## config.mk

```make
export PLATFORM = sky130hd
export DESIGN_NAME = sid_i2c_writer_flat
export DESIGN_NICKNAME = d
export VERILOG_FILES = /design/src/rtl/sid_i2c_writer_if.sv /design/src/rtl/sid_i2c_writer.sv /design/src/flat_wrapper.sv
export SDC_FILE = /design/constraint.sdc
export NUM_CORES = 1
export LEC_CHECK = 0
export ABC_AREA = 1
export BUFFER_PORTS_ARGS = -buffer_cell sky130_fd_sc_hd__buf_2
export CORE_UTILIZATION = 55
export CTS_CLUSTER_DIAMETER = 60
export DETAILED_ROUTE_END_ITERATION = 8
export HOLD_SLACK_MARGIN = 0.06
export PLACE_DENSITY = 0.88
export SETUP_SLACK_MARGIN = 0.2
export SLEW_MARGIN = 0
export SYNTH_ARGS = -nofsm -noshare
export SYNTH_HDL_FRONTEND = slang
export SYNTH_SLANG_ARGS = --single-unit
```

## constraint.sdc

```tcl
create_clock -name clk -period 4.3 [get_ports clk]
set_input_delay 0.215 -clock clk [delete_from_list [all_inputs] [get_ports clk]]
set_output_delay 0.215 -clock clk [all_outputs]
set_load 0.03 [all_outputs]
```

## src/rtl/sid_i2c_writer_if.sv

```systemverilog
// Host-side write request handshake plus the open-drain I2C line controls
// of the SID register-port writer. The host/harness uses the master modport,
// the writer itself uses the slave modport.
interface sid_i2c_writer_if;
    logic       wr_valid;
    logic       wr_ready;
    logic [7:0] wr_reg;
    logic [7:0] wr_data;
    logic       sda_in;
    logic       sda_oe;
    logic       scl_oe;
    logic       done;
    logic       nack;
    logic       busy;

    modport master (
        output wr_valid, wr_reg, wr_data, sda_in,
        input  wr_ready, sda_oe, scl_oe, done, nack, busy
    );

    modport slave (
        input  wr_valid, wr_reg, wr_data, sda_in,
        output wr_ready, sda_oe, scl_oe, done, nack, busy
    );
endinterface

```

## src/rtl/sid_i2c_writer.sv

```systemverilog
// Write-only I2C master for the SID register port. One accepted request
// produces START, address byte, register byte, data byte and STOP, with the
// ACK of every byte checked. A NACK skips the remaining bytes and goes
// straight to STOP. Each bit period is four quarters of CLK_DIV clocks.
module sid_i2c_writer #(
    parameter int         CLK_DIV  = 125,
    parameter logic [6:0] DEV_ADDR = 7'h36
) (
    input logic              clk,
    input logic              rst,
    sid_i2c_writer_if.slave  bus
);

    localparam int CNT_W = (CLK_DIV > 1) ? $clog2(CLK_DIV) : 1;
    localparam logic [CNT_W-1:0] CNT_LAST = CNT_W'(CLK_DIV - 1);

    typedef enum logic [2:0] {
        S_IDLE  = 3'd0,
        S_START = 3'd1,
        S_BIT   = 3'd2,
        S_ACK   = 3'd3,
        S_STOP  = 3'd4
    } state_t;

    // Current position on the wire
    state_t           state_r;
    logic [1:0]       q_r;
    logic [CNT_W-1:0] cnt_r;
    logic [2:0]       bit_r;
    logic [1:0]       byte_r;

    // Captured request and ACK status
    logic [7:0]       reg_r;
    logic [7:0]       data_r;
    logic             ack_bad_r;

    // Registered outputs
    logic             wr_ready_r;
    logic             busy_r;
    logic             sda_oe_r;
    logic             scl_oe_r;
    logic             done_r;
    logic             nack_r;

    // Next position on the wire
    state_t           state_s;
    logic [1:0]       q_s;
    logic [CNT_W-1:0] cnt_s;
    logic [2:0]       bit_s;
    logic [1:0]       byte_s;

    logic             accept_s;
    logic             quarter_end_s;
    logic             ack_sample_s;
    logic [7:0]       tx_byte_s;
    logic             tx_bit_s;
    logic             sda_oe_s;
    logic             scl_oe_s;
    logic             done_s;

    assign accept_s      = (state_r == S_IDLE) && bus.wr_valid;
    assign quarter_end_s = (cnt_r == CNT_LAST);
    // The slave's ACK is looked at once, on the first clock of ACK q2,
    // i.e. well inside the SCL-high window.
    assign ack_sample_s  = (state_r == S_ACK) && (q_r == 2'd2) &&
                           (cnt_r == {CNT_W{1'b0}});

    // Advance the quarter divider and walk START -> bytes/ACKs -> STOP
    always_comb begin
        state_s = state_r;
        q_s     = q_r;
        cnt_s   = cnt_r;
        bit_s   = bit_r;
        byte_s  = byte_r;
        if (state_r == S_IDLE) begin
            if (bus.wr_valid) begin
                state_s = S_START;
                q_s     = 2'd0;
                cnt_s   = {CNT_W{1'b0}};
                bit_s   = 3'd0;
                byte_s  = 2'd0;
            end else begin
                state_s = S_IDLE;
            end
        end else if (!quarter_end_s) begin
            cnt_s = cnt_r + CNT_W'(1);
        end else if (q_r != 2'd3) begin
            cnt_s = {CNT_W{1'b0}};
            q_s   = q_r + 2'd1;
        end else begin
            cnt_s = {CNT_W{1'b0}};
            q_s   = 2'd0;
            case (state_r)
                S_START: begin
                    state_s = S_BIT;
                    bit_s   = 3'd0;
                    byte_s  = 2'd0;
                end
                S_BIT: begin
                    if (bit_r == 3'd7) begin
                        state_s = S_ACK;
                        bit_s   = 3'd0;
                    end else begin
                        bit_s   = bit_r + 3'd1;
                    end
                end
                S_ACK: begin
                    if (ack_bad_r || (byte_r == 2'd2)) begin
                        state_s = S_STOP;
                    end else begin
                        state_s = S_BIT;
                        byte_s  = byte_r + 2'd1;
                        bit_s   = 3'd0;
                    end
                end
                S_STOP: begin
                    state_s = S_IDLE;
                    bit_s   = 3'd0;
                    byte_s  = 2'd0;
                end
                default: begin
                    state_s = S_IDLE;
                    bit_s   = 3'd0;
                    byte_s  = 2'd0;
                end
            endcase
        end
    end

    // Select the byte being shifted out and its current bit, MSB first
    always_comb begin
        case (byte_s)
            2'd0:    tx_byte_s = {DEV_ADDR, 1'b0};
            2'd1:    tx_byte_s = reg_r;
            2'd2:    tx_byte_s = data_r;
            default: tx_byte_s = 8'h00;
        endcase
        tx_bit_s = tx_byte_s[3'd7 - bit_s];
    end

    // Line drive for the upcoming cycle; SDA only moves while SCL is low,
    // except for the deliberate START and STOP edges
    always_comb begin
        sda_oe_s = 1'b0;
        scl_oe_s = 1'b0;
        case (state_s)
            S_IDLE: begin
                sda_oe_s = 1'b0;
                scl_oe_s = 1'b0;
            end
            S_START: begin
                sda_oe_s = (q_s != 2'd0);
                scl_oe_s = (q_s == 2'd3);
            end
            S_BIT: begin
                sda_oe_s = ~tx_bit_s;
                scl_oe_s = (q_s == 2'd0) || (q_s == 2'd3);
            end
            S_ACK: begin
                sda_oe_s = 1'b0;
                scl_oe_s = (q_s == 2'd0) || (q_s == 2'd3);
            end
            S_STOP: begin
                sda_oe_s = (q_s == 2'd0) || (q_s == 2'd1);
                scl_oe_s = (q_s == 2'd0);
            end
            default: begin
                sda_oe_s = 1'b0;
                scl_oe_s = 1'b0;
            end
        endcase
        done_s = (state_s == S_STOP) && (q_s == 2'd3) && (cnt_s == CNT_LAST);
    end

    // State, request capture, ACK status and registered outputs
    always_ff @(posedge clk) begin
        if (rst) begin
            state_r    <= S_IDLE;
            q_r        <= 2'd0;
            cnt_r      <= {CNT_W{1'b0}};
            bit_r      <= 3'd0;
            byte_r     <= 2'd0;
            reg_r      <= 8'h00;
            data_r     <= 8'h00;
            ack_bad_r  <= 1'b0;
            wr_ready_r <= 1'b1;
            busy_r     <= 1'b0;
            sda_oe_r   <= 1'b0;
            scl_oe_r   <= 1'b0;
            done_r     <= 1'b0;
            nack_r     <= 1'b0;
        end else begin
            state_r    <= state_s;
            q_r        <= q_s;
            cnt_r      <= cnt_s;
            bit_r      <= bit_s;
            byte_r     <= byte_s;
            wr_ready_r <= (state_s == S_IDLE);
            busy_r     <= (state_s != S_IDLE);
            sda_oe_r   <= sda_oe_s;
            scl_oe_r   <= scl_oe_s;
            done_r     <= done_s;
            if (accept_s) begin
                reg_r     <= bus.wr_reg;
                data_r    <= bus.wr_data;
                ack_bad_r <= 1'b0;
                nack_r    <= 1'b0;
            end else if (ack_sample_s) begin
                ack_bad_r <= bus.sda_in;
                nack_r    <= nack_r | bus.sda_in;
            end else begin
                ack_bad_r <= ack_bad_r;
                nack_r    <= nack_r;
            end
        end
    end

    assign bus.wr_ready = wr_ready_r;
    assign bus.busy     = busy_r;
    assign bus.sda_oe   = sda_oe_r;
    assign bus.scl_oe   = scl_oe_r;
    assign bus.done     = done_r;
    assign bus.nack     = nack_r;

endmodule

```

## src/flat_wrapper.sv

```systemverilog
// flat-port wrapper written by rule: the top's interface ports become plain ports
module sid_i2c_writer_flat 
#(
    parameter int         CLK_DIV  = 125,
    parameter logic [6:0] DEV_ADDR = 7'h36
)
  (clk, rst, bus_wr_valid, bus_wr_reg, bus_wr_data, bus_sda_in, bus_wr_ready, bus_sda_oe, bus_scl_oe, bus_done, bus_nack, bus_busy);
  sid_i2c_writer_if bus_i ();
  input logic clk;
  input logic rst;
  input wire logic [$bits(bus_i.wr_valid)-1:0] bus_wr_valid;
  input wire logic [$bits(bus_i.wr_reg)-1:0] bus_wr_reg;
  input wire logic [$bits(bus_i.wr_data)-1:0] bus_wr_data;
  input wire logic [$bits(bus_i.sda_in)-1:0] bus_sda_in;
  output wire logic [$bits(bus_i.wr_ready)-1:0] bus_wr_ready;
  output wire logic [$bits(bus_i.sda_oe)-1:0] bus_sda_oe;
  output wire logic [$bits(bus_i.scl_oe)-1:0] bus_scl_oe;
  output wire logic [$bits(bus_i.done)-1:0] bus_done;
  output wire logic [$bits(bus_i.nack)-1:0] bus_nack;
  output wire logic [$bits(bus_i.busy)-1:0] bus_busy;
  assign bus_i.wr_valid = bus_wr_valid;
  assign bus_i.wr_reg = bus_wr_reg;
  assign bus_i.wr_data = bus_wr_data;
  assign bus_i.sda_in = bus_sda_in;
  assign bus_wr_ready = bus_i.wr_ready;
  assign bus_sda_oe = bus_i.sda_oe;
  assign bus_scl_oe = bus_i.scl_oe;
  assign bus_done = bus_i.done;
  assign bus_nack = bus_i.nack;
  assign bus_busy = bus_i.busy;
  sid_i2c_writer #(.CLK_DIV(CLK_DIV), .DEV_ADDR(DEV_ADDR)) u_core (.clk(clk), .rst(rst), .bus(bus_i));
endmodule
```

=== Yosys cells after proc, flatten, opt, wreduce, memory -nomap -nowiden ===
Cells that the tools add are included.

* Bits in registers: 40
* Latch bits: 0
* Memory bits (writable): 0
* ROM bits: 0
* Bits of input ports: 20
* Output and inout bits: 6
* Memories kept: 0

* Add/subtract/negate cells: 5
* Multiply operators: 0
* Divide/modulo/power cells: 0
* Magnitude comparators: 1
* Eq/ne operators: 17
* Shift-type cells: 0
* Mux-type cells: 32
* Bitwise operators: 2
* Reduce and logical (&&, ||, !) cells: 17

{| class="wikitable"
|+ Operators with widths
! kind !! number
|-
| $mux 3 || 11
|-
| $pmux 8 s3 || 1
|-
| $mux 7 || 3
|-
| $mux 2 || 9
|-
| $eq 7x7->1 const B || 2
|-
| $eq 3x2->1 const B || 4
|-
| $pmux 3 s3 || 1
|-
| $eq 2x2->1 const B || 4
|-
| $add 7x1->7 const B || 1
|-
| $logic_not 7->1 || 1
|-
| $eq 3x1->1 const B || 2
|-
| $eq 3x3->1 const B || 2
|-
| $logic_not 3->1 || 2
|-
| $pmux 1 s3 || 2
|-
| $pmux 3 s2 || 1
|-
| $logic_and 1x1->1 || 5
|-
| $add 2x1->2 const B || 2
|-
| $eq 2x1->1 const B || 2
|-
| $logic_not 2->1 || 2
|-
| $lt 3x4->1 const B || 1
|-
| $pmux 2 s2 || 1
|-
| $reduce_or 2->1 || 2
|-
| $add 3x1->3 const B || 1
|-
| $bmux 1 s3 || 1
|-
| 8 further kinds || 11
|}

=== Logic depth before layout (Yosys ltp) ===
Gate-level depths: netlist of the first run.

* Word-level depth: 13
* Depth in mapped cells: 18
* Gate-level depth less buffers: 17

=== Worst setup path before layout of the first run ===
OpenSTA, ideal clock, no wires.

* Kind: reg-to-reg
* Start: register u_core.cnt_r[0]
* End: register u_core.scl_oe_r, in the netlist u_core.bus.scl_oe
* Library setup time: 0.128 ns
* Arrival time: 1.782 ns
* Data required time: 4.172 ns
* Setup slack: 2.390 ns
* Stages on the path, launching flop included: 13
* Cells stage by stage: dfxtp_1 -> inv_1 -> ha_1 -> nand3_1 -> nor2_4 -> nor2_4 -> nor2_1 -> inv_1 -> o22ai_1 -> inv_1 -> ha_1 -> a221oi_1 -> nor2_1

* Word-level cells in the longest chain between the ends: 6
* Elaborated cells between the ends (all ways): 14

{| class="wikitable"
|+ RTL lines
! item !! line !! RTL
|-
| from (decl) || sid_i2c_writer.sv:28 || <nowiki>logic [CNT_W-1:0] cnt_r;</nowiki>
|-
| from (signal assigned) || sid_i2c_writer.sv:180 || <nowiki>cnt_r <= {CNT_W{1'b0}};</nowiki>
|-
| from (signal assigned) || sid_i2c_writer.sv:195 || <nowiki>cnt_r <= cnt_s;</nowiki>
|-
| $eq 7x7->1 (*) || sid_i2c_writer.sv:62 || <nowiki>assign quarter_end_s = (cnt_r == CNT_LAST);</nowiki>
|-
| $mux 2 (*) || sid_i2c_writer.sv:85 || <nowiki>end else if (!quarter_end_s) begin</nowiki>
|-
| $mux 2 (*) || sid_i2c_writer.sv:75 || <nowiki>if (state_r == S_IDLE) begin</nowiki>
|-
| named net u_core.q_s[0] || sid_i2c_writer.sv:47 || <nowiki>logic [1:0] q_s;</nowiki>
|-
| $eq 2x2->1 or $logic_not 2->1 (tied branches) || -- ||
|-
| $logic_or 1x1->1 || sid_i2c_writer.sv:157, sid_i2c_writer.sv:161 ||
|-
| $pmux 1 s3 (*) || sid_i2c_writer.sv:146 || <nowiki>case (state_s)</nowiki>
|-
| to (signal assigned) || sid_i2c_writer.sv:201 || <nowiki>scl_oe_r <= scl_oe_s;</nowiki>
|-
| to (decl) || sid_i2c_writer.sv:41 || <nowiki>logic scl_oe_r;</nowiki>
|}

The timed path passes the listed nets; every way through them passes the cells marked *.
A chain may end at the register's enable or synchronous reset.

=== Worst setup path in the final report of the first run ===
* Start: register u_core.state_r[0]
* End: register u_core.scl_oe_r, in the netlist u_core.bus.scl_oe

* Elaborated cells between the ends (all ways): 19

{| class="wikitable"
|+ RTL lines
! item !! line !! RTL
|-
| from (decl) || sid_i2c_writer.sv:26 || <nowiki>state_t state_r;</nowiki>
|-
| from (signal assigned) || sid_i2c_writer.sv:193 || <nowiki>state_r <= state_s;</nowiki>
|-
| $logic_not 3->1 (*) || sid_i2c_writer.sv:75 ||
|-
| $mux 2 (*) || sid_i2c_writer.sv:75 ||
|-
| named net u_core.q_s[1] || sid_i2c_writer.sv:47 ||
|-
| $eq 2x2->1 or $logic_not 2->1 (tied branches) || -- ||
|-
| $logic_or 1x1->1 || sid_i2c_writer.sv:157, sid_i2c_writer.sv:161 ||
|-
| $pmux 1 s3 (*) || sid_i2c_writer.sv:146 ||
|}

Marks and branches as above.

==> results of run 1 <==
## worst paths after layout
kind / from / to / slack, ns / cells after the start
hold reg to reg: u_core.bus.nack$_SDFFE_PP0P_ / u_core.bus.nack$_SDFFE_PP0P_ / 0.45 / 2
setup / recovery: u_core.state_r[0]$_SDFF_PP0_ / u_core.bus.scl_oe$_SDFF_PP0_ / 2.07 / 15
hold / removal: bus_wr_reg[2] / u_core.reg_r[2]$_SDFFE_PP0P_ / 0.14 / 3
setup reg to reg: u_core.state_r[0]$_SDFF_PP0_ / u_core.bus.scl_oe$_SDFF_PP0_ / 2.07 / 15
## cells in the final DEF (no fill, tap or decap), drive strengths merged
cell type   n
nor3        3
ha         10
or4         1
dfxtp      40
xor2        1
clkinv      2
o211ai      1
a221oi      1
o21a        1
nand4       2
a21oi      12
nor2       72
or2         1
a22oi       1
nor4b       1
xnor2       2
o21ai      30
clkbuf      6
buf        26
inv        48
nand3      31
nand2      73
a31oi       1
o22ai       1
## state kept, by name, summed over array words and instances, names as in the netlist
| signal | count |
|---|---|
| u_core.q_r | 2 |
| u_core.cnt_r | 7 |
| u_core.data_r | 8 |
| u_core.bit_r | 3 |
| u_core.bus.nack | 1 |
| u_core.reg_r | 8 |
| u_core.ack_bad_r | 1 |
| u_core.bus.wr_ready | 1 |
| u_core.state_r | 3 |
| u_core.bus.sda_oe | 1 |
| u_core.bus.busy | 1 |
| u_core.bus.done | 1 |
| u_core.byte_r | 2 |
| u_core.bus.scl_oe | 1 |
## routing by layer
| metal | global-route usage, % | share of wire (%) | vias to the layer above |
|---|---|---|---|
| li1 | - | - | 1131 |
| met1 | 34.5 | 47 | 995 |
| met2 | 43.1 | 46 | 50 |
| met3 | 5.48 | 5.6 | 6 |
| met4 | 9.04 | 1.3 | 0 |
| met5 | 0 | 0 | - |
## metrics by stage
| stage | hold WS (ns) | total power, mW | instance area, µm² | setup WS [ns] |
|---|---|---|---|---|
| final | 0.140 | 0.724 | 2520 | 2.07 |
| after global routing | 0.144 | 0.755 | 2520 | 1.89 |
| after CTS | 0.144 | 0.723 | 2520 | 2.11 |
| after detailed placement | 0.442 | 0.489 | 2440 | 2.15 |
| after global placement | 0.434 | 0.487 | 2440 | 2.19 |
| after floorplan | 0.350 | 0.466 | 2290 | 2.39 |
## cell usage after synthesis (3+ instances only)
library cell and instances:
nand2_1 66, nand2_2 6, a21oi_1 11, inv_2 6
nand3_2 4, nor2_4 3, ha_1 10, o21ai_0 25
dfxtp_1 40, nor2_2 3, nor3_1 3, o21ai_1 3
inv_1 42, nand3_1 27, clkbuf_1 3, nor2_1 65
## critical path: cells and delay by family (launching register included)
kind | cells | cell delay (ns)
AOI/OAI and AO/OA | 1 | 0.22
buffers and inverters | 5 | 0.40
and+or+nand+nor | 8 | 0.78
adders and majority gates | 1 | 0.28
DFF | 1 | 0.43
## final cells by class
cell class,count,area [µm²],area share [%]
Tap cell,50,62.6,2.48
Clock buffer,6,72.6,2.88
Multi-Input combinational cell,245,1260,50.1
Clock inverter,1,5.00,0.199
Sequential cell,40,801,31.8
Timing Repair Buffer,26,133,5.27
Inverter,49,184,7.30
## power by group
group	switching (mW)	total (mW)	leakage, nW	internal [mW]
Combinational	0.0572	0.0865	0.773	0.0293
Clock	0.130	0.241	0.0410	0.110
Sequential	0.0100	0.396	0.327	0.386
## kinds of logic after synthesis
kind of cell,Yosys count
AO/OA/AOI/OAI,48
XOR/XNOR,3
adder cells (fa/ha/maj),10
buffers and inverters,56
flip-flops,40
AND/OR/NAND/NOR,184
==> results.yml, run 1 <==
status:
  status: "complete, no violations"
route:
  vias: 2182
  vias_per_cell: 5.23
  drt_iter0_markers: 152
  wl_per_cell_um: 12.3
  first_pass_iters: 5
  wirelength_um: 5140
  ant_nets: 0
  drcViolationCount: 0
placement:
  io_buffers: 25
  gp_congestion: 0.871
  dp.cells: 410
  place_hpwl_um: 3760
clock_tree:
  holdBufCountCts: 0
  cts_max_level: 2
  cts_root_buffer: "clkbuf_8"
  cts.sinks: 40
  post_cts_buffers: 0
  cts_tree: "yes"
  path_clk_slew_ns: 0.08
  cts_resized: 0
  clockBufferDepth: 2
  clock_latency_ns: 0.29
  cts_buffers: 5
grt:
  grt_max_degree: 20
  grt_use_total_pct: 26.5
  grt-ovfl-total: 0
  grt_pass1_vias: 2073
  grt_first_pass_wirelength_um: 8990
  antenna_found_initial: 0
cells_and_area:
  antennaDiodeCount: 0
  syn_to_final_growth_pct: 10.1
  nets: 397
  fill_cells: 367
  fin_util_pct: 63.0
  final-instance-count-excl-fill: 417
  layout-drive-gt1-share_pct: 16.6
floorplan:
  die_height_um: 66.5
  io_pins: 26
  start_util_pct: 57.2
  dieArea_um2: 4420
  core_area_um2: 4000
  dieWidth_um: 66.5
  rows: 23
yosys:
  synth_top_area_share_pct: 35.0
  synth_edf_count: 0
  synth.largest_area_cell: "dfxtp_1"
  synth_mux_area_share_pct: 0
  ys.flop_type: "dfxtp_1"
  synth_compound_area_share_pct: 11.6
  yosysSeqAreaShare_pct: 35.0
  ys_types: 36
  syn_nets: 371
  synthArstFlopShare_pct: 0
  synth_xor_area_share_pct: 1.15
  synthAdderAreaFrac_pct: 5.47
  yosysWarnings: 0
  synth_cells: 341
  synth_area_um2: 2290
  avgSynthCellArea_um2: 6.71
  synth_top_family_by_area: "simple AND/OR/NAND/NOR gates"
  synthSimpleGateAreaFrac_pct: 36.9
  ys_top_cells_by_area: "dfxtp_1 35%, nand2_1 11%, nor2_1 11%, inv_1 6.9%, nand3_1 5.9%"
  ys_ff_latch: 40
timing:
  finalSetupTns_ns: 0
  slew_violations: 0
  rsz0062_at_grt: "no"
  slew_headroom_pct: 66.7
  finalHoldViolations: 0
  min_period_over_period_pct: 51.9
  post-route-min-period_ns: 2.23
  fin_skew_ns: 0.00454
  worst_pin_slew_ns: 0.499
  setup_viol: 0
  max_freq_mhz: 448
power:
  power.density_nw_per_um2: 287
  leakage_nw: 1.14
  worst_ir_drop_vdd_v: 0.000223
critical_path:
  worstSetupStartpointType: "flop"
  slowest_delay_ns: 0.43
  cp_cell_sequence: "inv_2 > nand2_2 > inv_2 > nand2_2 > inv_2 > nor2_4 > nor2_1 > inv_1 > nand2_1 > nand2_1 > inv_1 > ha_1 > nor3_1 > a221oi_1 > nor2_1"
  end_kind: "flop"
  required_ns: 4.48
  crit_arrival_ns: 2.41
  critical_path_class: "reg2reg"
  critical_path.max_fanout: 11
  cpMaxStageDelayCell: "dfxtp_1"
  crit_top_cell: "inv_2"
flow_run:
  max_cap_viol_count: 0
min_path:
  min_path_type: "in2reg"
No activity file was read; power rests on OpenSTA's default activity.
==> run 2: changes to the inputs <==
==> constraint.sdc (replaced) <==
create_clock -name clk -period 2.17 [get_ports clk]
set_input_delay 0.1085 -clock clk [delete_from_list [all_inputs] [get_ports clk]]
set_output_delay 0.1085 -clock clk [all_outputs]
set_load 0.03 [all_outputs]
==> run 2 against run 1 <==
  * Fmax rose by 6.6%
  * Register-to-register slack lost 2.0 ns
  * Via count up 14%
  * Wire length up 30%
  * First-iteration DRC count is 67% higher
  * Clock power increased to 2.5 times the previous value
  * Sequential cell count did not move
  * Utilization rose by 13 points
  * Die area did not move
  * Power up 130%
  * Global-route usage grew 2.7 points
  * Largest power group unchanged
  * Highest routed layer unchanged
==> results.yml, run 2 (synthesized netlist as in run 1, its figures left out) <==
status:
  status: "complete, no violations"
grt:
  grt_use_total_pct: 29.2
  grt_max_degree: 20
  grt_first_pass_wirelength_um: 9740
  antenna_found_initial: 0
  grt_pass1_vias: 2308
  grt-ovfl-total: 0
clock_tree:
  path_clk_slew_ns: 0.09
  cts.sinks: 40
  clockBufferDepth: 2
  cts_buffers: 5
  cts_tree: "yes"
  cts_root_buffer: "clkbuf_8"
  cts_max_level: 2
  clock_latency_ns: 0.30
floorplan:
  start_util_pct: 57.2
  die_height_um: 66.5
  dieWidth_um: 66.5
  io_pins: 26
  dieArea_um2: 4420
  rows: 23
  core_area_um2: 4000
critical_path:
  crit_arrival_ns: 2.34
  critical_path.max_fanout: 4
  worstSetupStartpointType: "flop"
  endpoint: "u_core.bus.sda_oe$_SDFF_PP0_"
  r2r_slack_ns: 0.07
  cp-startpoint: "u_core.cnt_r[1]$_SDFF_PP0_"
  crit_top_cell: "o21ai_1"
  cp_top_family: "simple AND/OR/NAND/NOR gates"
  critical_path_class: "reg2reg"
  reg2regPathDepth: 14
  slowest_delay_ns: 0.35
  crit_cells: 14
  crit_buf_inv: 3
  cpMaxStageDelayCell: "dfxtp_2"
  required_ns: 2.41
  r2r_start: "u_core.cnt_r[1]$_SDFF_PP0_"
  cp_cell_sequence: "inv_2 > ha_4 > nand2_1 > inv_2 > nand2_2 > nor2_4 > o21ai_1 > a31oi_1 > nand2_1 > nor2_4 > o21ai_1 > o21ai_1 > inv_1 > a21oi_2"
  timing.rr.end: "u_core.bus.sda_oe$_SDFF_PP0_"
  end_kind: "flop"
placement:
  gp_congestion: 0.863
  place_hpwl_um: 3800
  dp.cells: 415
  io_buffers: 25
  placed_cell_area_um2: 2480
timing:
  post-route-min-period_ns: 2.10
  finalHoldViolations: 0
  slew_violations: 0
  worst_pin_slew_ns: 0.520
  setup_viol: 0
  max_freq_mhz: 477
  fin_skew_ns: 0.0169
  rsz0062_at_grt: "yes"
  slew_headroom_pct: 65.0
  min_period_over_period_pct: 96.6
cells_and_area:
  nets: 433
  layout_common_cells: "63 x nand2_1, 59 x nor2_1, 35 x inv_1"
  multi_input_area_um2: 1420
  final-instance-count-excl-fill: 454
  final_common_cell: "nand2_1"
  top_regs: "u_core.data_r (8), u_core.reg_r (8), u_core.cnt_r (7)"
  syn_to_final_growth_pct: 32.0
  stdcell_area_um2: 3020
  fill_cells: 261
  antennaDiodeCount: 0
  layout-drive-gt1-share_pct: 30.4
  seqCellArea_um2: 812
power:
  power.density_nw_per_um2: 546
  p_total_mw: 1.65
  worst_ir_drop_vdd_v: 0.000420
  leakage_nw: 1.35
route:
  drcViolationCount: 0
  wl_per_cell_um: 14.7
  vias_per_cell: 5.50
  first_pass_iters: 5
  drt_iter0_markers: 254
  vias: 2496
  wirelength_um: 6670
  ant_nets: 0
min_path:
  min_path_type: "in2reg"
flow_run:
  max_cap_viol_count: 0
run 2: cell types whose count changed in the layout (fill, tap and decap cells not counted), sizes merged:
cell / delta
buf: +20
nand2: +1
bufinv: +1
dlygate4sd3: +15
run 2: layout make-up:
type | count | area share [%]
Clock buffer | 6 | 2.40
Clock inverter | 2 | 1.16
Inverter | 49 | 6.17
Multi-Input combinational cell | 246 | 47.0
Sequential cell | 40 | 26.9
Tap cell | 50 | 2.07
Timing Repair Buffer | 61 | 14.3
run 2: worst min-delay path by stage:
stage          slack, ns                            end           start  cells after the start
2_1_floorplan       0.24  u_core.data_r[0]$_SDFFE_PP0P_  bus_wr_data[0]                      2
3_3_place_gp        0.33   u_core.reg_r[7]$_SDFFE_PP0P_   bus_wr_reg[7]                      3
3_5_place_dp        0.34  u_core.data_r[7]$_SDFFE_PP0P_  bus_wr_data[7]                      3
4_1_cts             0.08   u_core.bus.nack$_SDFFE_PP0P_      bus_sda_in                      3
5_1_grt             0.09  u_core.ack_bad_r$_SDFFE_PP0P_      bus_sda_in                      3
6_report            0.09  u_core.ack_bad_r$_SDFFE_PP0P_      bus_sda_in                      3
run 2: worst min-delay path, delay by kind of cell:
family	cells	cell delay (ns)
buffers and inverters	1	0.10
and+or+nand+nor	1	0.08
AOI/OAI and AO/OA	1	0.06
run 2: routing by layer:
layer / up-vias / track usage, % / share of wire (%)
met5: - / 0 / 0
met4: 0 / 12.5 / 3.4
met3: 33 / 5.14 / 7.7
met2: 138 / 48.3 / 48
met1: 1118 / 36.9 / 41
li1: 1207 / - / -
run 2: metrics by stage:
step,hold slack [ns],util [%],setup slack (ns),setup TNS [ns]
after floorplan,0.243,-,0.260,0
after global placement,0.329,62.0,0.114,0
after detailed placement,0.337,62.0,0.0482,0
after CTS,0.0794,71.2,0.208,0
after global routing,0.0900,75.5,-0.0241,-0.0241
final,0.0913,75.5,0.0742,0
run 2: power by group:
group          internal (mW)  total (mW)  leakage [nW]  switching [mW]
Sequential             0.767       0.788         0.331          0.0209
Clock                  0.342       0.611        0.0552           0.269
Combinational          0.103       0.251         0.968           0.148
run 2: what timing repair did:
action / CTS / global route
buffers inserted: 5 / 10
cloned: 0 / 1
hold buffers: 15 / 0
setup endpoints to repair: 3 / 3
pin swaps: 7 / 17
resized for setup: 21 / 31
hold endpoints to repair: 15 / 0
==> run 3: changes to the inputs <==
--- a/config.mk
+++ b/config.mk
@@ -12,7 +12,6 @@
 export DETAILED_ROUTE_END_ITERATION = 8
 export HOLD_SLACK_MARGIN = 0.06
 export PLACE_DENSITY = 0.88
-export SETUP_SLACK_MARGIN = 0.2
 export SLEW_MARGIN = 0
 export SYNTH_ARGS = -nofsm -noshare
 export SYNTH_HDL_FRONTEND = slang
==> run 3 against run 2 <==
  * Clock power decreased by 0.7%
  * Non-clock buffer count down 15
  * Fmax is 0.24% lower
  * Die area stayed put
  * Utilization decreased by 5.4 points
  * First-iteration DRC count decreased by 26%
  * Sequential share of layout area increased by 1.9 points
  * Via count fell by 7.8%
  * Hold slack got worse by 0.0095 ns
  * Design area is 7.2% lower
  * Largest cell class unchanged
  * Highest routed layer unchanged
==> results.yml, run 3 (synthesized netlist as in run 1, its figures left out) <==
cells_and_area:
  final_common_cell: "nand2_1"
  top_regs: "u_core.data_r (8), u_core.reg_r (8), u_core.cnt_r (7)"
  fin_util_pct: 70.1
  nets: 417
  syn_to_final_growth_pct: 22.6
  layout_common_cells: "66 x nand2_1, 63 x nor2_1, 39 x inv_1"
  layout-drive-gt1-share_pct: 21.9
  antennaDiodeCount: 0
  multi_input_area_um2: 1320
  fill_cells: 329
  seqCellArea_um2: 808
placement:
  io_buffers: 25
  place_hpwl_um: 3800
  pre_cts_ws_ns: 0.0482
  gp_congestion: 0.863
critical_path:
  end_kind: "flop"
  critical_path_class: "reg2reg"
  cpMaxStageDelayCell: "dfxtp_2"
  slowest_delay_ns: 0.35
  cp_cell_sequence: "inv_2 > ha_4 > nand3_2 > nor2_4 > nor2_4 > nor2_1 > inv_1 > o22ai_2 > inv_2 > ha_1 > o21ai_1 > o21ai_0 > inv_1 > a21oi_2"
  worstSetupStartpointType: "flop"
  required_ns: 2.35
  critical_path.max_fanout: 5
  crit_arrival_ns: 2.28
timing:
  post-route-min-period_ns: 2.10
  slew_headroom_pct: 66.2
  max_freq_mhz: 476
  finalHoldViolations: 0
  fin_skew_ns: 0.0135
  min_period_over_period_pct: 96.8
  setup_viol: 0
  slew_violations: 0
  worst_slack_ns: 0.0692
  worst_pin_slew_ns: 0.506
min_path:
  min_path_type: "in2reg"
grt:
  grt_pass1_vias: 2218
  grt_max_degree: 20
  grt_first_pass_wirelength_um: 9380
  grt-ovfl-total: 0
  grt_use_total_pct: 28.0
  antenna_found_initial: 0
floorplan:
  core_area_um2: 4000
  dieWidth_um: 66.5
  dieArea_um2: 4420
  start_util_pct: 57.2
  io_pins: 26
  die_height_um: 66.5
  rows: 23
route:
  wirelength_um: 5560
  drt_iter0_markers: 188
  first_pass_iters: 4
  ant_nets: 0
  vias_per_cell: 5.25
  vias: 2301
  drcViolationCount: 0
  wl_per_cell_um: 12.7
clock_tree:
  cts_root_buffer: "clkbuf_8"
  path_clk_slew_ns: 0.08
  cts_buffers: 5
  cts.sinks: 40
  clock_latency_ns: 0.30
  post_cts_buffers: 0
  clockBufferDepth: 2
  cts_tree: "yes"
  cts_max_level: 2
power:
  leakage_nw: 1.25
  power.density_nw_per_um2: 571
  worst_ir_drop_vdd_v: 0.000410
flow_run:
  max_cap_viol_count: 0
status:
  status: "complete, no violations"
run 3: worst paths after layout:
check | start | end | slack, ns | cells past startpoint
worst max-delay path | u_core.cnt_r[0]$_SDFF_PP0_ | u_core.bus.sda_oe$_SDFF_PP0_ | 0.07 | 14
worst min-delay path | bus_sda_in | u_core.bus.nack$_SDFFE_PP0P_ | 0.08 | 3
worst max register to register | u_core.cnt_r[0]$_SDFF_PP0_ | u_core.bus.sda_oe$_SDFF_PP0_ | 0.07 | 14
worst min register to register | u_core.bus.nack$_SDFFE_PP0P_ | u_core.bus.nack$_SDFFE_PP0P_ | 0.45 | 2
run 3: metal layers:
layer,part of all wire (%),global-route usage [%]
met5,0,0
met3,4.9,5.14
met2,49,46.8
met1,44,35.5
met4,2.0,10.9
run 3: power breakdown:
group          total (mW)  switching, mW  internal [mW]  leakage [nW]
sequential          0.787         0.0203          0.766         0.330
clock               0.607          0.265          0.342        0.0552
combinational       0.210          0.125         0.0850         0.868
total                1.60          0.410           1.19          1.25
run 3: layout make-up:
type / instances / area share (%)
timing repair buffer: 46 / 11.4
tap: 50 / 2.23
clock inverter: 2 / 1.25
inverter: 49 / 6.56
sequential: 40 / 28.8
clock buffer: 6 / 2.59
multi-input combinational: 245 / 47.1
run 3: stage by stage:
| stage | area, µm² | TNS, ns | std cells | hold slack (ns) | total power, mW |
|---|---|---|---|---|---|
| floorplan | 2290 | 0 | 341 | 0.243 | 0.923 |
| global placement | 2480 | 0 | 415 | 0.329 | 0.970 |
| detailed placement | 2480 | 0 | 415 | 0.337 | 0.975 |
| CTS | 2740 | 0 | 438 | 0.0794 | 1.60 |
| global route | 2810 | -0.0387 | 438 | 0.0923 | 1.67 |
| finish | 2810 | 0 | 438 | 0.0818 | 1.60 |
run 3: timing repair:
action / in CTS / in global routing
endpoints found under the hold margin: 15 / 0
hold buffers: 15 / 0
pin swaps: 0 / 3
endpoints found under the setup margin: 1 / 3
gates resized for setup: 1 / 21
run 3: critical path, delay by kind of cell (launching register included):
| kind | cells | cell delay (ns) |
|---|---|---|
| flip-flops | 1 | 0.35 |
| AO/OA/AOI/OAI | 4 | 0.49 |
| adder cells (fa/ha/maj) | 2 | 0.35 |
| AND/OR/NAND/NOR | 4 | 0.48 |
| buffers and inverters | 4 | 0.32 |
